**src/rtl/mbc3_rtc_ctrl.sv**
```systemverilog
// rtl/mbc3_rtc_ctrl.sv - MBC3 real-time clock: live/latched time registers, latch sequence, catch-up stepping
//
// Ports:
//   clk_sys     in   1   system clock
//   reset       in   1   synchronous active-high reset
//   enable      in   1   mapper selected; low holds everything at reset values
//   sec_tick    in   1   one-cycle pulse per real-time second
//   reg_wr      in   1   CPU write to RTC register selected by reg_idx
//   latch_wr    in   1   CPU write to the latch register
//   reg_idx     in   3   0=sec 1=min 2=hour 3=day[7:0] 4=control
//   wr_data     in   8   CPU write data
//   rd_data     out  8   latched value of the selected register
//   load_valid  in   1   apply load_time / load_diff
//   load_time   in   32  {3'b0, halt, ovf, day[9:0], hour[4:0], min[5:0], sec[5:0]}
//   load_diff   in   32  elapsed seconds to catch up
//   saved_time  out  32  packed live time, same layout as load_time
//   busy        out  1   catch-up pending

module mbc3_rtc_ctrl (
   input  logic        clk_sys,
   input  logic        reset,
   input  logic        enable,
   input  logic        sec_tick,
   input  logic        reg_wr,
   input  logic        latch_wr,
   input  logic [2:0]  reg_idx,
   input  logic [7:0]  wr_data,
   output logic [7:0]  rd_data,
   input  logic        load_valid,
   input  logic [31:0] load_time,
   input  logic [31:0] load_diff,
   output logic [31:0] saved_time,
   output logic        busy
);

   localparam logic [0:0] CU_IDLE    = 1'b0;
   localparam logic [0:0] CU_CATCHUP = 1'b1;
   localparam logic [0:0] LT_ARMED_N = 1'b0;
   localparam logic [0:0] LT_ARMED   = 1'b1;

   // live time
   logic [5:0]  sec, min;
   logic [4:0]  hour;
   logic [8:0]  day;
   logic        halt, ovf;

   // latched copies seen by the CPU
   logic [5:0]  l_sec, l_min;
   logic [4:0]  l_hour;
   logic [8:0]  l_day;
   logic        l_halt, l_ovf;

   logic [0:0]  cu_state, latch_state;
   logic [31:0] cnt;

   // next-state values
   logic [5:0]  n_sec, n_min, nl_sec, nl_min;
   logic [4:0]  n_hour, nl_hour;
   logic [8:0]  n_day, nl_day;
   logic        n_halt, n_ovf, nl_halt, nl_ovf;
   logic [0:0]  n_cu_state, n_latch_state;
   logic [31:0] n_cnt;
   logic        do_step, do_copy, live_change;

   // one increment step applied to the current live time
   logic [5:0]  inc_sec, inc_min;
   logic [4:0]  inc_hour;
   logic [8:0]  inc_day;
   logic        inc_ovf;
   logic        s_wrap, m_wrap, h_wrap;

   // bits of the packed load word with no storage behind them
   logic        unused_load;
   assign unused_load = ^{load_time[31:29], load_time[26]};

   // Carry only on the exact terminal value; out-of-range values wrap at the
   // field width without rippling into the next field.
   always_comb begin
      s_wrap   = (sec == 6'd59);
      m_wrap   = s_wrap && (min == 6'd59);
      h_wrap   = m_wrap && (hour == 5'd23);
      inc_sec  = s_wrap ? 6'd0 : sec + 6'd1;
      inc_min  = min;
      if (s_wrap)
         inc_min = (min == 6'd59) ? 6'd0 : min + 6'd1;
      inc_hour = hour;
      if (m_wrap)
         inc_hour = (hour == 5'd23) ? 5'd0 : hour + 5'd1;
      inc_day  = h_wrap ? day + 9'd1 : day;
      inc_ovf  = ovf | (h_wrap && (day == 9'd511));
   end

   always_comb begin
      n_sec         = sec;
      n_min         = min;
      n_hour        = hour;
      n_day         = day;
      n_halt        = halt;
      n_ovf         = ovf;
      nl_sec        = l_sec;
      nl_min        = l_min;
      nl_hour       = l_hour;
      nl_day        = l_day;
      nl_halt       = l_halt;
      nl_ovf        = l_ovf;
      n_cu_state    = cu_state;
      n_latch_state = latch_state;
      n_cnt         = cnt;
      do_step       = 1'b0;
      do_copy       = 1'b0;

      if (load_valid) begin
         n_sec      = load_time[5:0];
         n_min      = load_time[11:6];
         n_hour     = load_time[16:12];
         n_day      = load_time[25:17];
         n_ovf      = load_time[27];
         n_halt     = load_time[28];
         n_cnt      = load_diff;
         n_cu_state = ((load_diff != 32'd0) && !load_time[28]) ? CU_CATCHUP : CU_IDLE;
      end else begin
         // a halt raised while catching up abandons the remaining seconds
         if ((cu_state == CU_CATCHUP) && halt) begin
            n_cu_state = CU_IDLE;
            n_cnt      = 32'd0;
         end

         if (reg_wr) begin
            case (reg_idx)
               3'd0: begin
                  n_sec  = wr_data[5:0];
                  nl_sec = wr_data[5:0];
               end
               3'd1: begin
                  n_min  = wr_data[5:0];
                  nl_min = wr_data[5:0];
               end
               3'd2: begin
                  n_hour  = wr_data[4:0];
                  nl_hour = wr_data[4:0];
               end
               3'd3: begin
                  n_day[7:0]  = wr_data;
                  nl_day[7:0] = wr_data;
               end
               3'd4: begin
                  n_day[8]  = wr_data[0];
                  nl_day[8] = wr_data[0];
                  n_halt    = wr_data[6];
                  nl_halt   = wr_data[6];
                  n_ovf     = wr_data[7];
                  nl_ovf    = wr_data[7];
               end
               default: begin
               end
            endcase
         end else if (latch_wr) begin
            if (wr_data == 8'h00) begin
               n_latch_state = LT_ARMED;
            end else if ((wr_data == 8'h01) && (latch_state == LT_ARMED)) begin
               do_copy       = 1'b1;
               n_latch_state = LT_ARMED_N;
            end else begin
               n_latch_state = LT_ARMED_N;
            end
         end else if (sec_tick) begin
            // a real tick takes the cycle; any catch-up step waits
            do_step = !halt;
         end else if ((cu_state == CU_CATCHUP) && !halt) begin
            do_step = 1'b1;
            n_cnt   = cnt - 32'd1;
            if (cnt <= 32'd1)
               n_cu_state = CU_IDLE;
         end
      end

      if (do_step) begin
         n_sec  = inc_sec;
         n_min  = inc_min;
         n_hour = inc_hour;
         n_day  = inc_day;
         n_ovf  = inc_ovf;
      end

      if (do_copy) begin
         nl_sec  = sec;
         nl_min  = min;
         nl_hour = hour;
         nl_day  = day;
         nl_halt = halt;
         nl_ovf  = ovf;
      end

      live_change = ({n_sec, n_min, n_hour, n_day, n_halt, n_ovf} !=
                     {sec, min, hour, day, halt, ovf});
   end

   always_ff @(posedge clk_sys) begin
      if (reset || !enable) begin
         sec         <= 6'd0;
         min         <= 6'd0;
         hour        <= 5'd0;
         day         <= 9'd0;
         halt        <= 1'b0;
         ovf         <= 1'b0;
         l_sec       <= 6'd0;
         l_min       <= 6'd0;
         l_hour      <= 5'd0;
         l_day       <= 9'd0;
         l_halt      <= 1'b0;
         l_ovf       <= 1'b0;
         cu_state    <= CU_IDLE;
         latch_state <= LT_ARMED_N;
         cnt         <= 32'd0;
         saved_time  <= 32'd0;
      end else begin
         sec         <= n_sec;
         min         <= n_min;
         hour        <= n_hour;
         day         <= n_day;
         halt        <= n_halt;
         ovf         <= n_ovf;
         l_sec       <= nl_sec;
         l_min       <= nl_min;
         l_hour      <= nl_hour;
         l_day       <= nl_day;
         l_halt      <= nl_halt;
         l_ovf       <= nl_ovf;
         cu_state    <= n_cu_state;
         latch_state <= n_latch_state;
         cnt         <= n_cnt;
         // only publish a snapshot of a settled clock
         if ((cu_state == CU_IDLE) && !live_change)
            saved_time <= {3'b000, halt, ovf, 1'b0, day, hour, min, sec};
      end
   end

   assign busy = (cu_state == CU_CATCHUP);

   always_comb begin
      case (reg_idx)
         3'd0:    rd_data = {2'b00, l_sec};
         3'd1:    rd_data = {2'b00, l_min};
         3'd2:    rd_data = {3'b000, l_hour};
         3'd3:    rd_data = l_day[7:0];
         3'd4:    rd_data = {l_ovf, l_halt, 5'b00000, l_day[8]};
         default: rd_data = 8'hFF;
      endcase
   end

endmodule
```
**config.mk**
```make
export PLATFORM = sky130hd
export DESIGN_NAME = mbc3_rtc_ctrl
export DESIGN_NICKNAME = d
export VERILOG_FILES = /design/src/rtl/mbc3_rtc_ctrl.sv
export SDC_FILE = /design/constraint.sdc
export NUM_CORES = 1
export LEC_CHECK = 0
export ABC_AREA = 1
export CAP_MARGIN = 15
export CORE_MARGIN = 5
export CORE_UTILIZATION = 45
export CTS_BUF_LIST = sky130_fd_sc_hd__clkbuf_8
export CTS_CLUSTER_DIAMETER = 80
export DETAILED_ROUTE_END_ITERATION = 6
export PLACE_DENSITY_LB_ADDON = 0.25
export SYNTH_ARGS = -nofsm -noshare
export SYNTH_HDL_FRONTEND = slang
export SYNTH_SLANG_ARGS = --single-unit
```
**constraint.sdc**
```tcl
create_clock -name clk_sys -period 5.7 [get_ports clk_sys]
set_clock_uncertainty 0.05 [all_clocks]
set_input_delay 1.14 -clock clk_sys [delete_from_list [all_inputs] [get_ports clk_sys]]
set_output_delay 1.14 -clock clk_sys [all_outputs]
set_load 0.05 [all_outputs]
```
# Word-level counts from Yosys, hierarchy flattened
# Index checks and enable logic that the tools add are counted.
[op_classes] addsub=5 n_lt_le_gt_ge=1 eq_ne=11 n_mux=81 bitwise_logic=4 n_reduce_logical=28
[op_table] cell="two-way mux 32 bit" count=6
[op_table] cell="two-way mux 6 bit" count=19
[op_table] cell="two-way mux 9 bit" count=7
[op_table] cell="two-way mux 5 bit" count=10
[op_table] cell="case mux 8 bit (5 select lines)" count=1
[op_table] cell="two-way mux 1 bit" count=36
[op_table] cell="less-or-equal comparator 32 x 1 -> 1 bit, second input constant" count=1
[op_table] cell="nonzero test 32 bit" count=1
[op_table] cell="subtractor 32 x 1 -> 32 bit, second input constant" count=1
[op_table] cell="inequality test 28 bit" count=1
[op_table] cell="AND reduction 3 bit" count=6
[op_table] cell="two-way mux 8 bit" count=2
[op_table] cell="adder 6 x 1 -> 6 bit, second input constant" count=2
[op_table] cell="== test 6 bit, second input constant" count=2
[op_table] cell="nonzero test 2 bit" count=6
[op_table] cell="adder 9 x 1 -> 9 bit, second input constant" count=1
[op_table] cell="== test 9 bit, second input constant" count=1
[op_table] cell="== test 8 x 1 -> 1 bit, second input constant" count=1
[op_table] cell="logical AND 1 bit" count=8
[op_table] cell="logical NOT 8 bit" count=1
[op_table] cell="== test 3 x 2 -> 1 bit, second input constant" count=2
[op_table] cell="adder 5 x 1 -> 5 bit, second input constant" count=1
[op_table] cell="== test 5 bit, second input constant" count=1
[op_table] cell="logical NOT 1 bit" count=4
[op_table] cell="other kinds (7)" count=9
[totals] reg_bits=118 inputBits=82 output_inout_bits=41 wordCells=147

# Logic depth before layout (Yosys ltp)
[logic_depth] word_depth=11 depth_mapped=20 depth_no_buf=18

# Worst setup path before layout
# Ideal clock, no wire load.
[synth_path] path_type="input -> output" startpoint="input reg_idx[1]" endpoint="output rd_data[0]" arrival_ns=2.346 slack_ns=2.164 stages=5 path_buffers=1 cell_sequence="nor2_1 buf_2 nor2_1 a221oi_1 nand4_1"
[synth_between] elab_chain_cells=2 word_cells_on_any_way=6 cone_classes="eq/ne (4); mux (1); reduce/logical (1)"
[synth_lines] item="from (decl)" line="26" text="input logic [2:0] reg_idx,"
[synth_lines] item="== test 3 bit, or another cell as far along" line="241" text="case (reg_idx)"
[synth_lines] item="case mux 8 bit (5 select lines) *" line="241"
[synth_lines] item="to (decl)" line="28" text="output logic [7:0] rd_data,"
# Every way passes the cells marked *; elsewhere a longest branch is shown, timed or not.

# Worst setup path after layout
[layout_path] startpoint="input reg_idx[2]" endpoint="output rd_data[2]"
# The elaborated chain is that of the path after synthesis.

==> results.yml <==
run_status:
  status: "finished, final reports clean"
drt:
  drt_wl_total_um: 24600
  firstDrtPassIters: 5
  wl_per_cell_um: 15.1
  vias_per_cell: 5.37
  antenna_left: 0
  drt_iter0_drc: 596
  vias: 8776
  drc_errors: 0
clock_network:
  clock-sinks: 118
  htreeDepth: 4
  clkLatencyLatePin_ns: 0.45
  ctsResizeCount: 0
  cts_tree: "yes"
  clkTransAtPathRegs_ns: 0.07
  numCtsBuffers: 17
  root_buffer: "clkbuf_8"
  clock_path_buffers: 2
  post-cts-setup-buffers: 0
  hold_buffers: 0
die:
  ioPinCount: 123
  start_util_pct: 45.6
  dieWidth_um: 142
  num_rows: 48
  die_y_um: 142
  core_area_um2: 17200
  die_area_um2: 20200
synth:
  ys_ff_latch: 118
  synth.distinct_cells: 40
  syn_area_um2: 7860
  synthCells: 1308
  seq_area_frac_synth_pct: 30.1
  ys_warn_count: 0
  synth-async-reset-ratio_pct: 0
  synth_edf_count: 0
  ys.flop_type: "dfxtp_1"
  synth.avg_cell_area_um2: 6.01
sta:
  max_freq_mhz: 207
  final_max_slew_viol_count: 0
  setup_viol: 0
  rsz0062_at_grt: "no"
  min_period_over_period_pct: 84.8
  worst_slew_pin_slew_ns: 0.977
  layout_setup_ws_ns: 0.864
  hold_viol: 0
  slew_headroom_pct: 34.9
  finalSetupTns_ns: 0
  fin_crit_ns: 4.84
final_layout:
  layout.cells.most_common: "nand2_1"
  layout_common_cells: "nand2_1 (430), nor2_1 (161), nand3_1 (142)"
  layout-area-overhead-vs-synth_pct: 19.6
  drive_above_1_share_pct: 6.25
  num_antenna_cells: 0
  nets: 1486
  fin_util_pct: 54.5
global_routing:
  grt_max_degree: 68
  grt_pass1_vias: 8191
  grt-ovfl-total: 0
  grt_pass1_wl_um: 40300
  grt_use_total_pct: 24.5
  antenna_found_initial: 0
worst_setup_path:
  arrival_ns: 3.65
  crit_path_start_kind: "primary input"
  cp-end-kind: "output port"
  path_max_fanout: 9
  cp_slowest_cell: "clkdlybuf4s50_1"
  cpPeakStageDelay_ns: 0.84
  critPathRequiredTime_ns: 4.51
  path_buf_inv: 4
  crit_type: "primary input to output port"
  cp_top_family: "buffers and inverters"
  crit_chain: "clkdlybuf4s50_1, inv_2, nor2_1, inv_1, nand4_1, clkdlybuf4s50_1"
  crit_path_frequent_cell: "clkdlybuf4s50_1"
min_path:
  worstHoldPathType: "register to register"
power:
  leakagePower_nw: 4.07
  cellPowerDensity_nw_per_um2: 207
  ir_drop_mv: 0.177
placement:
  numPortBuffers: 114
  dp_hpwl_um: 18100
  dp_slack_ns: 0.847
  gp_congestion: 0.958
flow_run:
  max_cap_violations: 0
[final cells by class]
class	instances	area [um^2]
inverter	120	450
timing repair buffer	125	1220
tap	225	282
clock buffer	20	275
clock inverter	11	85.1
sequential	118	2360
fill	1776	7840
multi-input combinational	1015	4720
[worst paths after layout]
path	start	endpoint	slack, ns	cells past startpoint
setup / recovery	reg_idx[2]	rd_data[2]	0.86	6
hold reg to reg	saved_time[3]	saved_time[3]	0.43	2
hold / removal	saved_time[3]	saved_time[3]	0.43	2
setup reg to reg	busy	saved_time[8]	2.13	14
[where the power goes]
| group | total [mW] | switching, mW | internal, mW |
|---|---|---|---|
| clock network | 0.718 | 0.349 | 0.369 |
| registers | 0.867 | 0.0247 | 0.842 |
| logic | 0.362 | 0.227 | 0.135 |
| total | 1.95 | 0.602 | 1.35 |
[routing by layer]
metal / track usage (%) / routed length [um]
met1: 32.5 / 11000
met2: 39.9 / 11100
met3: 5.11 / 1840
met4: 7.78 / 625
met5: 0 / 0
[worst min-delay path, cell delays in order (launching register included)]
cell and delay (ns):
dfxtp_1 0.33, nor2_1 0.04, nor2_1 0.08
[metrics by stage]
step | std cells | power, mW | hold WS, ns | area, um^2
after global routing | 1634 | 2.04 | 0.452 | 9400
final | 1634 | 1.95 | 0.432 | 9400
after CTS | 1634 | 1.95 | 0.436 | 9400
after floorplan | 1311 | 1.11 | 0.436 | 7870
after global placement | 1603 | 1.24 | 0.416 | 9030
after detailed placement | 1603 | 1.24 | 0.420 | 9030
[state kept, by name (all words and copies together) (netlist names)]
signal,cells
l_min,6
sec,6
saved_time,28
latch_state,1
min,6
l_halt,1
l_hour,5
busy,1
hour,5
l_sec,6
day,9
halt,1
l_ovf,1
l_day,9
cnt,32
ovf,1
[cells in the mapped netlist (all sizes together), types with 4 or more instances]
cell type  instances  area share [%]
nor3              13            0.96
a21oi             53             3.4
buf               37             3.4
xor2               9             1.0
nand4             34             2.7
inv              117             5.6
clkbuf            21             1.0
nand3            150              10
a31oi             28             2.2
o21ai             68             4.4
o211ai             6            0.57
ha                 7             1.1
a22oi              4            0.38
dfxtp            118              30
nor4              11            0.88
nand2            435              21
nor2             175             9.3
or2                6            0.48
[logic make-up (layout without fill, tap and decap cells)]
group	Yosys count	count (layout)	share of synthesized area, %
AOI/OAI and AO/OA	165	165	11.6
DFF	118	118	30.1
other	1	4	0.0477
xor gates and xnor gates	11	11	1.23
buffers and inverters	178	276	10.1
and+or+nand+nor	828	828	45.9
adders and majority gates	7	7	1.11
(Power assumes the default switching activity.)
